===== config.mk =====
export PLATFORM = sky130hd
export DESIGN_NAME = sram_req_arbiter
export DESIGN_NICKNAME = d
export VERILOG_FILES = /design/src/rtl/sram_req_arbiter.sv
export SDC_FILE = /design/constraint.sdc
export NUM_CORES = 1
export LEC_CHECK = 0
export CORE_AREA = 4 4 123 125
export DETAILED_ROUTE_END_ITERATION = 10
export DIE_AREA = 0 0 127 129
export DONT_BUFFER_PORTS = 1
export PLACE_DENSITY = 0.42
export SLEW_MARGIN = 20
export SYNTH_ARGS = -nofsm -noshare
export SYNTH_HDL_FRONTEND = slang
export SYNTH_SLANG_ARGS = --single-unit

===== constraint.sdc =====
create_clock -name aclk -period 5.9 [get_ports aclk]
set_clock_uncertainty 0.1 [all_clocks]
set_input_delay 1.18 -clock aclk [delete_from_list [all_inputs] [get_ports aclk]]
set_output_delay 1.18 -clock aclk [all_outputs]
set_load 0.03 [all_outputs]

===== src/rtl/sram_req_arbiter.sv =====
// sram_req_arbiter: shares one sram-like slave port between the core's inst and data
// masters. Each accepted request's owner is kept in an in-order FIFO so that every
// data_ok/rdata returns to the master that issued it. In-flight requests are capped
// at OUTSTANDING.
// Build option: define SRAM_ARB_RR_EN for round-robin arbitration in IDLE; otherwise
// data always beats inst.
module sram_req_arbiter #(
   parameter int unsigned OUTSTANDING = 4
) (
   input  logic        aclk,
   input  logic        aresetn,
   // master 0: inst
   input  logic        inst_req,
   input  logic        inst_wr,
   input  logic [1:0]  inst_size,
   input  logic [31:0] inst_addr,
   input  logic [31:0] inst_wdata,
   input  logic [3:0]  inst_wstrb,
   output logic        inst_addr_ok,
   output logic        inst_data_ok,
   output logic [31:0] inst_rdata,
   // master 1: data
   input  logic        data_req,
   input  logic        data_wr,
   input  logic [1:0]  data_size,
   input  logic [31:0] data_addr,
   input  logic [31:0] data_wdata,
   input  logic [3:0]  data_wstrb,
   output logic        data_addr_ok,
   output logic        data_data_ok,
   output logic [31:0] data_rdata,
   // shared slave port
   output logic        s_req,
   output logic        s_wr,
   output logic [1:0]  s_size,
   output logic [31:0] s_addr,
   output logic [31:0] s_wdata,
   output logic [3:0]  s_wstrb,
   input  logic        s_addr_ok,
   input  logic        s_data_ok,
   input  logic [31:0] s_rdata,
   output logic        resp_err
);

   localparam int unsigned PtrW = $clog2(OUTSTANDING);
   localparam int unsigned CntW = PtrW + 1;
   localparam logic OwnInst = 1'b0;
   localparam logic OwnData = 1'b1;

   typedef enum logic [0:0] {StIdle, StLock} state_e;

   state_e                 state_q, state_d;
   logic                   grant_q, grant_d;
   logic [OUTSTANDING-1:0] owner_q, owner_d;
   logic [PtrW-1:0]        wr_ptr_q, wr_ptr_d;
   logic [PtrW-1:0]        rd_ptr_q, rd_ptr_d;
   logic [CntW-1:0]        count_q, count_d;
   logic                   resp_err_q, resp_err_d;

   logic full, any_req, winner, grant, req_raw, push, pop, pop_owner;

`ifdef SRAM_ARB_RR_EN
   logic rr_last_q, rr_last_d;
`endif

   assign full    = (count_q == CntW'(OUTSTANDING));
   assign any_req = inst_req | data_req;

   // Pick the master that would be granted if no grant is locked
   always_comb begin
`ifdef SRAM_ARB_RR_EN
      if (inst_req && data_req) begin
         winner = ~rr_last_q;
      end else begin
         winner = data_req ? OwnData : OwnInst;
      end
`else
      winner = data_req ? OwnData : OwnInst;
`endif
   end

   // State and locked grant register
   always_ff @(posedge aclk or negedge aresetn) begin
      if (!aresetn) begin
         state_q <= StIdle;
         grant_q <= OwnInst;
      end else begin
         state_q <= state_d;
         grant_q <= grant_d;
      end
   end

   // Lock the grant when the slave does not accept in the cycle it is offered
   always_comb begin
      state_d = state_q;
      grant_d = grant_q;
      unique case (state_q)
         StIdle: begin
            if (req_raw && !s_addr_ok) begin
               state_d = StLock;
               grant_d = winner;
            end
         end
         StLock: begin
            if (s_addr_ok) state_d = StIdle;
         end
      endcase
   end

   // Current grantee and raw slave request
   always_comb begin
      grant   = grant_q;
      req_raw = 1'b0;
      unique case (state_q)
         StIdle: begin
            grant   = winner;
            req_raw = any_req && !full;
         end
         StLock: begin
            // A locked request is never withdrawn; full cannot occur while locked
            grant   = grant_q;
            req_raw = 1'b1;
         end
      endcase
   end

   // Everything visible is forced low while reset is held, even with inputs active
   assign s_req     = req_raw & aresetn;
   assign push      = s_req & s_addr_ok;
   assign pop       = s_data_ok & aresetn & (count_q != '0);
   assign pop_owner = owner_q[rd_ptr_q];

   assign inst_addr_ok = push & (grant == OwnInst);
   assign data_addr_ok = push & (grant == OwnData);
   assign inst_data_ok = pop & (pop_owner == OwnInst);
   assign data_data_ok = pop & (pop_owner == OwnData);
   assign inst_rdata   = aresetn ? s_rdata : '0;
   assign data_rdata   = aresetn ? s_rdata : '0;

   assign s_wr    = s_req & ((grant == OwnData) ? data_wr : inst_wr);
   assign s_size  = s_req ? ((grant == OwnData) ? data_size  : inst_size)  : '0;
   assign s_addr  = s_req ? ((grant == OwnData) ? data_addr  : inst_addr)  : '0;
   assign s_wdata = s_req ? ((grant == OwnData) ? data_wdata : inst_wdata) : '0;
   assign s_wstrb = s_req ? ((grant == OwnData) ? data_wstrb : inst_wstrb) : '0;
   assign resp_err = resp_err_q;

   // Owner FIFO, occupancy and sticky error next-state
   always_comb begin
      owner_d    = owner_q;
      wr_ptr_d   = wr_ptr_q;
      rd_ptr_d   = rd_ptr_q;
      count_d    = count_q;
      resp_err_d = resp_err_q | (s_data_ok & aresetn & (count_q == '0));
      if (push) begin
         owner_d[wr_ptr_q] = grant;
         wr_ptr_d          = wr_ptr_q + PtrW'(1);
      end
      if (pop) begin
         rd_ptr_d = rd_ptr_q + PtrW'(1);
      end
      unique case ({push, pop})
         2'b10:   count_d = count_q + CntW'(1);
         2'b01:   count_d = count_q - CntW'(1);
         default: count_d = count_q;
      endcase
   end

   // FIFO and error registers
   always_ff @(posedge aclk or negedge aresetn) begin
      if (!aresetn) begin
         owner_q    <= '0;
         wr_ptr_q   <= '0;
         rd_ptr_q   <= '0;
         count_q    <= '0;
         resp_err_q <= 1'b0;
      end else begin
         owner_q    <= owner_d;
         wr_ptr_q   <= wr_ptr_d;
         rd_ptr_q   <= rd_ptr_d;
         count_q    <= count_d;
         resp_err_q <= resp_err_d;
      end
   end

`ifdef SRAM_ARB_RR_EN
   // Remember the last master to complete a handshake
   always_comb begin
      rr_last_d = push ? grant : rr_last_q;
   end

   // Round-robin history register
   always_ff @(posedge aclk or negedge aresetn) begin
      if (!aresetn) rr_last_q <= OwnInst;
      else          rr_last_q <= rr_last_d;
   end
`endif

endmodule


==> impl_metrics.ini <==
[sta]
fin_crit_ns = 4.29
worst_pin_slew_ns = 1.07
hold-worst-slack_ns = 0.389
hold_violations = 0
period_share_pct = 72.8
fin_ws_ns = 1.61
slew_violations = 0
finalSetupViolCount = 0
setup-tns-final_ns = 0
relSlewSlack_pct = 28.9
fmax_mhz = 233
rsz0062_at_grt = no

[die]
row_count = 43
die_area_um2 = 16400
die_y_um = 129
ios = 321
start_util_pct = 18.3
core_um2 = 13900
die_x_um = 127

[final_layout]
final_area_um2 = 2480
n_antenna_cell = 0
nets = 501
drive_above_1_share_pct = 28.3
area_delta_synth_final_pct = -2.51
finalNonFillerCells = 494

[logic_synthesis]
synth_top_area_share_pct = 23.7
synth_simple_gate_area_share_pct = 34.0
yosysMostFrequentCell = nand2_1
netlist_top_cells_count = nand2_1 (144), a21oi_2 (69), buf_4 (34)
synthArstFlopShare_pct = 100
synth_area_leaders = a21oi_2 (24%), nand2_1 (21%), dfrtp_1 (14%), buf_4 (10%), and2_1 (8.1%)
postSynth.topFlopCell = dfrtp_1
syn_nets = 553
synthXorXnorAreaFrac_pct = 2.06
ys_seq_area_share_pct = 13.8
ys_types = 30
synth-compound-area-share_pct = 24.9
synth_warnings = 0
synth_top_family_by_area = simple AND/OR/NAND/NOR gates
synth_fa_ha_area_share_pct = 3.24
ys_seq_elements = 14
synthMuxAreaShare_pct = 5.06
syn_inst = 367
yosysTopAreaCell = a21oi_2
synth_edf_count = 0
syn_area_um2 = 2550
avgSynthCellArea_um2 = 6.94

[clock_tree]
cts_setup_buffers = 0
h-tree-depth = 1
clk_pin_slew_ns = 0.05
clock_latency_ns = 0.24
cts_num_sinks = 14
cts_tree = built
cts_root_buf = clkbuf_16
clk_path_buf_depth = 2
cts.repair.resized = 0
cts_buffers = 3
cts_hold_buf = 0

[power_and_ir_drop]
switching_share_pct = 59.4
p_comb_share_pct = 67.6
power_density_nw_per_um2 = 423
pwr-share-seq_pct = 18.8
p_leak_nw = 0.912
p_int_mw = 0.427
peakVddDrop_mv = 0.0949
clkPwrFrac_pct = 13.6
switchingPower_mw = 0.623

[place]
gp_congestion = 0.681
pre_cts_ws_ns = 1.58
dp_cells = 490
place_hpwl_um = 6630
io_buffers = 0
placed_cell_area_um2 = 2390

[global_route]
antenna_found_initial = 0
grt_max_degree = 73
gr-usage-all-layers_pct = 7.57
grt_overflow_total = 0
grt_pass1_wl_um = 9990
grt_pass1_vias = 2028

[worst_setup_path]
slowest_stage = or3b_4
path_cells = nor3_2 -> or3b_4 -> buf_4 -> a21oi_2
cp.arrival_ns = 3.01
worstPathRequired_ns = 4.62
crit_fanout = 61
start_kind = input port
criticalPathCategory = in -> out
slowest_delay_ns = 0.92
critPathCaptureType = output port

[drt]
drcViolationCount = 0
viasPerCell = 4.57
drt_iter0_drc = 116
routed_wl_um = 7770
ant_nets = 0
wl_per_cell_um = 15.7
num_vias = 2258
drt_first_pass_iters = 4

[run]
maxCapViolCount = 0

[outcome]
outcome = complete, no violations

[min_path]
worstHoldPathType = reg -> reg
final timing paths:
kind | startpoint | slack (ns) | cells after the start | to
worst max-delay path | data_req | 1.61 | 4 | s_addr[23]
worst min-delay path | rd_ptr_q[1] | 0.39 | 1 | rd_ptr_q[1]
worst max register to register | state_q | 3.29 | 8 | count_q[2]
worst min register to register | rd_ptr_q[1] | 0.39 | 1 | rd_ptr_q[1]
max in group asynchronous | aresetn | 5.08 | 0 | rd_ptr_q[1]
min in group asynchronous | aresetn | 0.53 | 0 | owner_q[2]
area by class of cell:
type,count,area (um2)
well taps,180,225
inverters,6,22.5
fillers,1560,11400
multi-input cells,287,1770
clock buffers,4,88.8
repair buffers,3,22.5
flip-flops and latches,14,350
layout by cell type, fill, tap and decap left out:
cell,netlist,routed
a31o_2,1,1
inv_1,6,6
a21oi_1,2,2
clkbuf_8,0,1
nand2_1,144,144
buf_4,34,3
a21oi_2,69,69
clkbuf_16,0,3
nor3_1,2,2
nor4b_4,1,1
mux4_2,1,1
nor4_1,1,1
mux2_2,6,6
ha_1,5,5
mux2i_4,0,1
nor2b_1,1,1
xor2_1,3,3
dfrtp_1,14,14
nor2_1,3,3
and2_1,33,33
o311a_1,1,1
nor4b_1,4,4
mux2_4,1,1
or3b_4,0,1
nor3_2,1,1
mux2i_1,1,1
or3_1,1,1
xnor2_1,3,3
fa_1,1,1
stage by stage:
| step | power [mW] | utilization, % |
|---|---|---|
| after detailed placement | 0.918 | 17.2 |
| after floorplan | 0.865 | - |
| after global placement | 0.904 | 17.2 |
| after CTS | 1.07 | 17.9 |
| after global routing | 1.12 | 17.9 |
| final | 1.05 | 17.9 |
cell families (layout without fill, tap and decap cells):
group,after synthesis,count (layout)
simple gates,192,192
compound gates,73,73
buf+inv,66,13
flops,14,14
mux,10,10
fa+ha+maj,6,6
xor+xnor,6,6
layer usage:
metal | global-route usage, % | part of all wire [%] | up-vias
met5 | 0 | 0 | -
li1 | - | - | 1039
met1 | 8.31 | 35 | 1047
met4 | 1.89 | 0.71 | 0
met3 | 1.74 | 10 | 2
met2 | 14.6 | 54 | 170
sequential cells by signal, indices dropped and copies added, names as in the netlist:
register	count
count_q	3
grant_q	1
state_q	1
resp_err	1
owner_q	4
rd_ptr_q	2
wr_ptr_q	2
power by group through the flow:
stage | clock (mW) | combinational [mW] | sequential [mW]
floorplan | 0 | 0.678 | 0.187
global placement | 0 | 0.705 | 0.198
detailed placement | 0 | 0.717 | 0.200
CTS | 0.148 | 0.719 | 0.199
global route | 0.152 | 0.767 | 0.205
finish | 0.142 | 0.710 | 0.198
critical path, delay by kind of cell:
kind / cells / cell delay (ns)
compound gates: 1 / 0.12
simple gates: 2 / 1.30
buf+inv: 1 / 0.37
Note: power is estimated with default switching activity, not from simulation.
